`config.mk`:
```
export PLATFORM = sky130hd
export DESIGN_NAME = prbs5_word_predictor
export DESIGN_NICKNAME = d
export VERILOG_FILES = /design/src/rtl/prbs5_pkg.sv /design/src/rtl/prbs5_word_predictor.sv
export SDC_FILE = /design/constraint.sdc
export NUM_CORES = 1
export LEC_CHECK = 0
export BUFFER_PORTS_ARGS = -buffer_cell sky130_fd_sc_hd__buf_4
export CORE_AREA = 2 2 39 41
export DETAILED_ROUTE_END_ITERATION = 10
export DIE_AREA = 0 0 41 43
export GPL_TIMING_DRIVEN = 0
export PLACE_DENSITY = 0.57
export REMOVE_ABC_BUFFERS = 1
export SLEW_MARGIN = 30
export SYNTH_ARGS = -nofsm -noshare
export SYNTH_HDL_FRONTEND = slang
export SYNTH_SLANG_ARGS = --single-unit
```
`constraint.sdc`:
```
create_clock -name clk -period 3.05 [get_ports clk]
set_input_delay 0.1525 -clock clk [delete_from_list [all_inputs] [get_ports clk]]
set_output_delay 0.1525 -clock clk [all_outputs]
set_load 0.02 [all_outputs]
```
`src/rtl/prbs5_pkg.sv`:
```
// Shared definitions for the PRBS5 (x^5+x^3+1) stream checker: FSM states,
// sequence geometry and the word-at-a-time predictor function.
package prbs5_pkg;

  localparam int TAP_A  = 5;
  localparam int TAP_B  = 3;
  localparam int WORD_W = 8;
  localparam int SEED_W = 5;

  typedef enum logic [1:0] {
    HUNT   = 2'd0,
    VERIFY = 2'd1,
    LOCKED = 2'd2
  } chk_state_e;

  typedef struct packed {
    logic [WORD_W-1:0] word;
    logic [SEED_W-1:0] next;
  } pred_t;

  // State bit SEED_W-1 is the oldest sequence bit; each new bit is
  // x[n-TAP_A] ^ x[n-TAP_B] and the first generated bit lands in word MSB.
  function automatic pred_t predict_word(input logic [SEED_W-1:0] s);
    pred_t             r;
    logic [SEED_W-1:0] st;
    logic              nb;
    r  = '0;
    st = s;
    for (int j = 0; j < WORD_W; j++) begin
      nb                   = st[SEED_W-TAP_A+TAP_A-1] ^ st[TAP_B-1+SEED_W-TAP_A];
      r.word[WORD_W-1-j]   = nb;
      st                   = {st[SEED_W-2:0], nb};
    end
    r.next = st;
    return r;
  endfunction

  function automatic logic [3:0] popcount8(input logic [WORD_W-1:0] v);
    logic [3:0] c;
    c = '0;
    for (int j = 0; j < WORD_W; j++) begin
      c = c + {3'b000, v[j]};
    end
    return c;
  endfunction

endpackage

```
`src/rtl/prbs5_word_predictor.sv`:
```
// Holds the last five PRBS5 bits and presents the next predicted 8-bit word
// combinationally; load reseeds, advance steps one word.
module prbs5_word_predictor
  import prbs5_pkg::*;
(
  input  logic              clk,
  input  logic              rst_n,
  input  logic              load,
  input  logic              advance,
  input  logic [SEED_W-1:0] seed,
  output logic [WORD_W-1:0] pred_word
);

  logic [SEED_W-1:0] st_p1;
  pred_t             pred_p0;

  assign pred_p0   = predict_word(st_p1);
  assign pred_word = pred_p0.word;

  // ---- stage p0 -> p1: predictor state register ----
  always_ff @(posedge clk or negedge rst_n) begin
    if (!rst_n) begin
      st_p1 <= '0;
    end else if (load) begin
      st_p1 <= seed;
    end else if (advance) begin
      st_p1 <= pred_p0.next;
    end
  end

endmodule

```
==> results of run 1 <==
-- critical path, cell delays in order (launching register included) --
cell     delay [ns]
dfrtp_1        0.48
xor3_1         0.49
buf_4          0.18
-- cell families after synthesis --
logic type	Yosys count	synth area share, %
xor gates and xnor gates	10	30.0
and+or+nand+nor	10	13.6
AOI/OAI and AO/OA	8	12.6
buffers and inverters	6	7.26
DFF	5	31.5
muxes	2	5.05
-- power by group through the flow --
stage | clock network [mW] | logic (mW) | registers, mW
finish | 0.0768 | 0.239 | 0.101
detailed placement | 0 | 0.240 | 0.102
CTS | 0.0794 | 0.242 | 0.101
global placement | 0 | 0.239 | 0.102
global route | 0.0833 | 0.261 | 0.104
floorplan | 0 | 0.151 | 0.0973
-- cell usage after synthesis (all sizes together) --
cell type,instances
a21oi,5
a22oi,1
and3,1
buf,3
clkbuf,1
dfrtp,5
inv,2
mux2i,2
nand2,4
nand2b,1
nor2b,3
nor3b,1
o21ai,1
o31a,1
xnor2,1
xor2,7
xor3,2
-- area by class of cell --
class | instances | share of cell area [%]
Clock buffer | 4 | 4.76
Inverter | 2 | 1.36
Multi-Input combinational cell | 30 | 44.0
Sequential cell | 5 | 22.7
Tap cell | 16 | 3.63
Timing Repair Buffer | 17 | 23.6
-- metrics by stage --
stage | area, um2 | std cells
floorplan | 375 | 37
global placement | 515 | 69
detailed placement | 515 | 69
CTS | 552 | 74
global route | 552 | 74
finish | 552 | 74
-- routing by layer --
metal  GRT usage [%]  vias to the layer above  routed length [um]
met5               0                        -                   0
li1                -                      169                   -
met2            17.2                       12                 388
met4            14.0                        0                  37
met3            3.14                        4                  42
met1            14.0                      154                 305
-- worst max-delay path by stage --
stage	to	slack, ns	cells past startpoint
floorplan	pred_word[3]	1.59	2
global placement	pred_word[0]	1.75	2
detailed placement	pred_word[0]	1.76	2
CTS	pred_word[0]	1.49	2
global route	pred_word[0]	1.45	2
finish	pred_word[0]	1.51	2
-- repair_timing --
action / 4_1_cts / 5_1_grt
hold endpoints to repair: 5 / 0
hold buffers: 1 / 0
resized for setup: 0 / 0
==> results.cfg, run 1 <==
[logic_synthesis]
post-synth-top-area-cell = dfrtp_1
synth_cell_type_count = 20
netlist_area_um2 = 397
synth-seq-area-share_pct = 31.5
synth_seq_cells = 5
yosysTopAreaCellShare_pct = 31.5
syn-instance-count = 41
synth.area.top_cells = dfrtp_1, xor2_1, xor3_2
avgSynthCellArea_um2 = 9.67
yosys_warnings = 0

[die]
io_pins = 17
rows = 14
die_area_mm2 = 0.00176
die_w_um = 41
die_h_um = 43
coreArea_mm2 = 0.00138
initial_core_util_pct = 28.7

[sta]
hold-worst-slack_ns = 0.113
max_freq_ghz = 0.649
period_share_pct = 50.5
setup_viol = 0
slew_viol_final = 0
grt_setup_unrepaired = no
fin_setup_tns_ns = 0
worst_pin_slew_ns = 0.260
hold_viol_final = 0
maxSlewHeadroom_pct = 82.7
worst_slack_ns = 1.51
fin_skew_ns = 0.000904
fin_crit_ns = 1.54

[clock_tree]
cts_tree = built
cts.clk_slew.worst_paths_ns = 0.04
clk_path_buf_depth = 2
clkSinkCount = 5
cts_root_buffer = clkbuf_4
cts_made_buffers = 3
cts_setup_buffers = 0
htreeDepth = 1
clk_latency_ns = 0.24

[hold_path]
hp-start = seed[2]
hold_end = st_p1[2]$_DFFE_PN0P_
hold_path_depth = 3
min_path_type = input pin to flop

[critical_path]
crit_fanout = 6
crit_path_end_kind = output pin
r2r_cells = 3
start_kind = flop
worstPathArrival_ns = 1.39
rr_endpoint = st_p1[0]$_DFFE_PN0P_
crit_start = st_p1[1]$_DFFE_PN0P_
cp.required_ns = 2.90
r2r_slack_ns = 1.82
critPathKind = flop to output pin
reg2reg_from = st_p1[1]$_DFFE_PN0P_

[power_and_ir_drop]
peakVddDrop_mv = 0.253
power_switching_share_pct = 40.2
p_sw_uw = 167
total_power_uw = 416
powerDensity_mw_per_mm2 = 754
p_int_uw = 249
p_leak_nw = 0.279
combinationalPowerShare_pct = 57.4
pwr-share-clk_pct = 18.5
p_seq_share_pct = 24.2

[global_route]
overflow = 0
grt_usage_pct = 12.6
grt_pass1_wl_um = 1340
grt_max_degree = 12
first_global_vias = 307
antenna_found_initial = 0

[detailed_routing]
postRouteAntennaNets = 0
wire_per_inst_um = 10.4
via_per_inst = 4.58
routed-via-count = 339
wl_um = 773
initialDrtViolationCount = 2
drc = 0
first_pass_iters = 2

[layout]
largest_register_ffs = 5
top_register = st_p1
final_cell_mix = buf_4, xor2_1, dfrtp_1
final_core_util_pct = 39.9
multi_input_area_um2 = 243
regArea_um2 = 125
area_growth_pct = 39.1
largestRegisters = st_p1: 5 flops
antenna_cells = 0
nets = 68
drive_gt1_share_pct = 36.2
n_fill_cell = 152
final_common_cell = buf_4

[place]
pre_cts_slack_ns = 1.76
place_congestion = 0.732
portBuffers = 16

[status]
outcome = finished, final reports clean

[flow_run]
timing.max_cap.violations = 0
No activity file was read; power rests on OpenSTA's default activity.
==> run 2: changes to the inputs <==
--- a/config.mk
+++ b/config.mk
@@ -10,7 +10,7 @@
 export DETAILED_ROUTE_END_ITERATION = 10
 export DIE_AREA = 0 0 41 43
 export GPL_TIMING_DRIVEN = 0
-export PLACE_DENSITY = 0.57
+export PLACE_DENSITY = 0.59
 export REMOVE_ABC_BUFFERS = 1
 export SLEW_MARGIN = 30
 export SYNTH_ARGS = -nofsm -noshare
==> constraint.sdc (replaced) <==
create_clock -name clk -period 1.3 [get_ports clk]
set_input_delay 0.065 -clock clk [delete_from_list [all_inputs] [get_ports clk]]
set_output_delay 0.065 -clock clk [all_outputs]
set_load 0.02 [all_outputs]
==> run 2 against run 1 <==
Net effect: the run now ends with setup timing left; sequential power increased by 140%; clock skew grew 0.0024 ns; core utilization increased by 3.9 points; power grew to 2.5 times the previous value; global-route usage down 1.8 points; hold slack worse by 0.077 ns; sequential cell count unchanged; clock power up 130%.
==> results.cfg, run 2 (synthesis gave the netlist of run 1 again) <==
[status]
outcome = complete, but fails checks
violations = setup timing

[global_route]
overflow = 0
antenna_found_initial = 0
grt_usage_pct = 10.8
grt_max_degree = 12
grt_pass1_wl_um = 1350
first_global_vias = 324

[critical_path]
worstPathArrival_ns = 1.27
crit_fanout = 5
critPathKind = flop to output pin
start_kind = flop
crit_path_end_kind = output pin
crit_start = st_p1[2]$_DFFE_PN0P_
cp.required_ns = 1.24
reg2reg_from = st_p1[2]$_DFFE_PN0P_

[clock_tree]
clk_latency_ns = 0.24
cts_root_buffer = clkbuf_4
clk_path_buf_depth = 2
clkSinkCount = 5
cts.clk_slew.worst_paths_ns = 0.04
cts_tree = built
cts_made_buffers = 3
htreeDepth = 1

[detailed_routing]
via_per_inst = 4.34
drc = 0
initialDrtViolationCount = 2
postRouteAntennaNets = 0
first_pass_iters = 4
wl_met2_um = 390
met1_length_um = 375
dr.max_layer_used = met3
wire_per_inst_um = 10.5
met3WireLength_um = 46
routed-via-count = 334
wl_um = 812

[sta]
worst_slack_ns = -0.0315
fin_skew_ns = 0.00329
fin_crit_ns = 1.33
period_share_pct = 102
max_freq_ghz = 0.751
slew_viol_final = 0
worst_pin_slew_ns = 0.254
hold_viol_final = 0
grt_setup_unrepaired = yes
setup_viol = 2
maxSlewHeadroom_pct = 83.0

[die]
io_pins = 17
initial_core_util_pct = 28.7
die_h_um = 43
coreArea_mm2 = 0.00138
rows = 14
die_area_mm2 = 0.00176
die_w_um = 41

[layout]
final_cell_mix = buf_4, xor2_1, nand2_1, a21oi_1, dfrtp_2
final_common_cell = buf_4
area_growth_pct = 52.7
antenna_cells = 0
top_register = st_p1
nets = 71
largest_register_ffs = 5
final_core_util_pct = 43.8
largestRegisters = st_p1: 5 flops
drive_gt1_share_pct = 49.2

[power_and_ir_drop]
peakVddDrop_mv = 0.662
powerDensity_mw_per_mm2 = 1720
p_leak_nw = 0.296

[place]
portBuffers = 16
dpl.hpwl_um = 590
place_congestion = 0.660
pre_cts_slack_ns = 0.0591

[hold_path]
min_path_type = input pin to flop
hp-start = seed[2]

[flow_run]
timing.max_cap.violations = 0
[run 2: cell count changes in the layout (fill, tap and decap cells not counted)]
cell,change
xor2_1,-2
xor2_2,+2
dfrtp_2,+4
dfrtp_1,-4
buf_6,+3
[run 2: where the power goes]
part           switching, mW  internal, mW  total [mW]  leakage [nW]
clock                 0.0598         0.116       0.176        0.0150
combinational          0.295         0.331       0.627         0.227
sequential            0.0542         0.188       0.242        0.0541
total                  0.409         0.635        1.04         0.296
[run 2: worst max-delay path: stages, from the launching register on]
cell and delay, ns:
dfrtp_2 0.42, xor3_2 0.47, buf_6 0.15
[run 2: path summary, 6_finish.rpt]
path | endpoint | slack, ns | cells past startpoint
max | pred_word[1] | -0.03 | 2
min reg2reg | st_p1[2]$_DFFE_PN0P_ | 0.67 | 2
min in group asynchronous | st_p1[4]$_DFFE_PN0P_ | 0.17 | 2
max in group asynchronous | st_p1[3]$_DFFE_PN0P_ | 1.01 | 2
max reg2reg | st_p1[4]$_DFFE_PN0P_ | 0.03 | 4
min | st_p1[2]$_DFFE_PN0P_ | 0.04 | 3
[run 2: metal layers]
layer  vias up  GRT usage (%)
met5         -              0
met1       151           16.6
met3         0           1.57
met2        12           14.7
met4         0           4.00
li1        171              -
[run 2: what timing repair did]
item | in CTS | in global routing
gates resized for setup | 4 | 5
hold endpoints to repair | 5 | 0
setup endpoints to repair | 4 | 5
buffers inserted | 2 | 1
hold buffers | 1 | 0
pin swaps | 2 | 0
[run 2: area by class of cell]
type                            instances  area [um2]
Clock buffer                            4        26.3
Fill cell                             139         778
Inverter                                2        7.51
Multi-Input combinational cell         30         258
Sequential cell                         5         130
Tap cell                               16        20.0
Timing Repair Buffer                   20         164
[run 2: metrics by stage]
step                      TNS, ns  instance area (um2)  hold WS, ns  power [mW]  cells
after floorplan            -0.132                  375       -0.231       0.582     37
after global placement          0                  515       -0.131       0.800     69
after detailed placement        0                  515       -0.129       0.803     69
after CTS                 -0.0324                  574       0.0318        1.02     76
after global routing       -0.216                  606       0.0460        1.13     77
final                     -0.0497                  606       0.0363        1.04     77
==> run 3: changes to the inputs <==
--- a/config.mk
+++ b/config.mk
@@ -5,12 +5,13 @@
 export SDC_FILE = /design/constraint.sdc
 export NUM_CORES = 1
 export LEC_CHECK = 0
+export ABC_AREA = 1
 export BUFFER_PORTS_ARGS = -buffer_cell sky130_fd_sc_hd__buf_4
 export CORE_AREA = 2 2 39 41
 export DETAILED_ROUTE_END_ITERATION = 10
 export DIE_AREA = 0 0 41 43
 export GPL_TIMING_DRIVEN = 0
-export PLACE_DENSITY = 0.59
+export PLACE_DENSITY = 0.56
 export REMOVE_ABC_BUFFERS = 1
 export SLEW_MARGIN = 30
 export SYNTH_ARGS = -nofsm -noshare
==> constraint.sdc (replaced) <==
create_clock -name clk -period 1.7 [get_ports clk]
set_input_delay 0.085 -clock clk [delete_from_list [all_inputs] [get_ports clk]]
set_output_delay 0.085 -clock clk [all_outputs]
set_load 0.02 [all_outputs]
==> run 3 against run 2 <==
Net effect: the flow now finishes without violations; combinational power is 39% lower; clock skew down 0.0029 ns; setup slack improved by 0.17 ns; power is 35% lower; non-clock buffer count shrank 3; critical path type unchanged; largest cell class unchanged; highest routed layer is now met4.
==> results.cfg, run 3 <==
[logic_synthesis]
post-synth-top-area-cell = dfrtp_1
async_flop_share_pct = 100
yosys_warnings = 0
synth_cell_type_count = 13
yosysMostFrequentCell = nand2_1
synth.area.top_cells = dfrtp_1, nand2_1, nand2_2
netlist_area_um2 = 384
yosysTopAreaCellShare_pct = 32.6
avgSynthCellArea_um2 = 7.25
syn-instance-count = 53
synth-seq-area-share_pct = 32.6
synth-main-ff-cell = dfrtp_1
synth_edf_count = 0
synth.top_cells.by_count = nand2_1, inv_1, nand2_2
synth_seq_cells = 5

[sta]
maxSlewHeadroom_pct = 77.2
setup_viol = 0
hold_viol_final = 0
hold-worst-slack_ns = 0.0823
slew_viol_final = 0
worst_slack_ns = 0.140
fin_skew_ns = 0.000405
fin_setup_tns_ns = 0
grt_setup_unrepaired = no
worst_pin_slew_ns = 0.341
max_freq_ghz = 0.641
fin_crit_ns = 1.56
period_share_pct = 91.8

[detailed_routing]
wl_um = 785
postRouteAntennaNets = 0
met1_length_um = 337
first_pass_iters = 2
routed-via-count = 374
via_per_inst = 4.20
initialDrtViolationCount = 3
dr.max_layer_used = met4
met3WireLength_um = 32
wire_per_inst_um = 8.82
drc = 0
wl_met2_um = 408

[place]
pre_cts_slack_ns = 0.392
place_congestion = 0.760
dpl.hpwl_um = 663
placed_cells = 84
place_area_um2 = 513
portBuffers = 16

[global_route]
antenna_found_initial = 0
grt_pass1_wl_um = 1310
first_global_vias = 341
overflow = 0
grt_usage_pct = 11.0
grt_max_degree = 8

[clock_tree]
clk_path_buf_depth = 2
clk_latency_ns = 0.23
clkSinkCount = 5
htreeDepth = 1
cts.clk_slew.worst_paths_ns = 0.04
cts_root_buffer = clkbuf_4
cts_setup_buffers = 0
cts.repair.resized = 0
cts_tree = built
cts_made_buffers = 3
holdBufCountCts = 1

[critical_path]
cpMostUsedCell = nand2_1
worstPathArrival_ns = 1.48
path_cells = inv_1 -> nand2_2 -> nand3_1 -> nand2_1 -> nand2_1 -> and2_1 -> buf_4
cp.required_ns = 1.62
critPathKind = flop to output pin
crit_fanout = 7
max_stage_delay_ns = 0.52
crit_path_end_kind = output pin
start_kind = flop
slowest_stage = dfrtp_1

[die]
die_h_um = 43
die_w_um = 41
rows = 14
io_pins = 17
initial_core_util_pct = 27.8
coreArea_mm2 = 0.00138
die_area_mm2 = 0.00176

[layout]
final-instance-count-excl-fill = 89
final_cell_mix = nand2_1, buf_4, inv_1
area_growth_pct = 43.0
largestRegisters = st_p1: 5 flops
nets = 83
antenna_cells = 0
final_core_util_pct = 39.7
final_common_cell = nand2_1
final_area_um2 = 549
drive_gt1_share_pct = 37.0
top_register = st_p1
largest_register_ffs = 5
n_fill_cell = 154

[power_and_ir_drop]
peakVddDrop_mv = 0.380
powerDensity_mw_per_mm2 = 1240
p_leak_nw = 0.306
total_power_uw = 680

[flow_run]
timing.max_cap.violations = 0

[status]
outcome = finished, final reports clean

[hold_path]
min_path_type = input pin to flop
run 3: layer usage:
metal / vias up / track usage [%]
met5: - / 0
met4: 0 / 8.00
met3: 2 / 1.57
met2: 7 / 15.9
met1: 161 / 14.2
li1: 204 / -
run 3: power breakdown:
part | total (mW) | leakage, nW | internal [mW] | switching [mW]
sequential | 0.169 | 0.0606 | 0.139 | 0.0301
combinational | 0.380 | 0.231 | 0.163 | 0.217
clock | 0.130 | 0.0150 | 0.0883 | 0.0421
total | 0.680 | 0.306 | 0.390 | 0.290
run 3: final cells by class:
class                           instances  area (um2)  share of cell area, %
Multi-Input combinational cell         39         218                   39.6
Timing Repair Buffer                   17         130                   23.7
Sequential cell                         5         125                   22.8
Inverter                                8        30.0                   5.47
Clock buffer                            4        26.3                   4.78
Tap cell                               16        20.0                   3.64
run 3: cell families (layout without fill, tap and decap cells):
| family | after synthesis | after routing | synth area share, % |
|---|---|---|---|
| AND/OR/NAND/NOR | 31 | 31 | 37.8 |
| buffers and inverters | 9 | 29 | 10.7 |
| flip-flops | 5 | 5 | 32.6 |
| AO/OA/AOI/OAI | 4 | 4 | 7.82 |
| XOR/XNOR | 4 | 4 | 11.1 |
run 3: final timing paths:
| path | startpoint | endpoint | cells past startpoint | slack, ns |
|---|---|---|---|---|
| min reg2reg | st_p1[3]$_DFFE_PN0P_ | st_p1[3]$_DFFE_PN0P_ | 2 | 0.53 |
| max in group asynchronous | rst_n | st_p1[2]$_DFFE_PN0P_ | 2 | 1.41 |
| max reg2reg | st_p1[2]$_DFFE_PN0P_ | st_p1[1]$_DFFE_PN0P_ | 7 | 0.50 |
| max | st_p1[2]$_DFFE_PN0P_ | pred_word[1] | 7 | 0.14 |
| min | seed[2] | st_p1[2]$_DFFE_PN0P_ | 3 | 0.08 |
| min in group asynchronous | rst_n | st_p1[4]$_DFFE_PN0P_ | 2 | 0.19 |
run 3: critical path, delay by kind of cell (launching register included):
kind / cells / cell delay, ns
DFF: 1 / 0.52
and+or+nand+nor: 5 / 0.45
buffers and inverters: 2 / 0.26
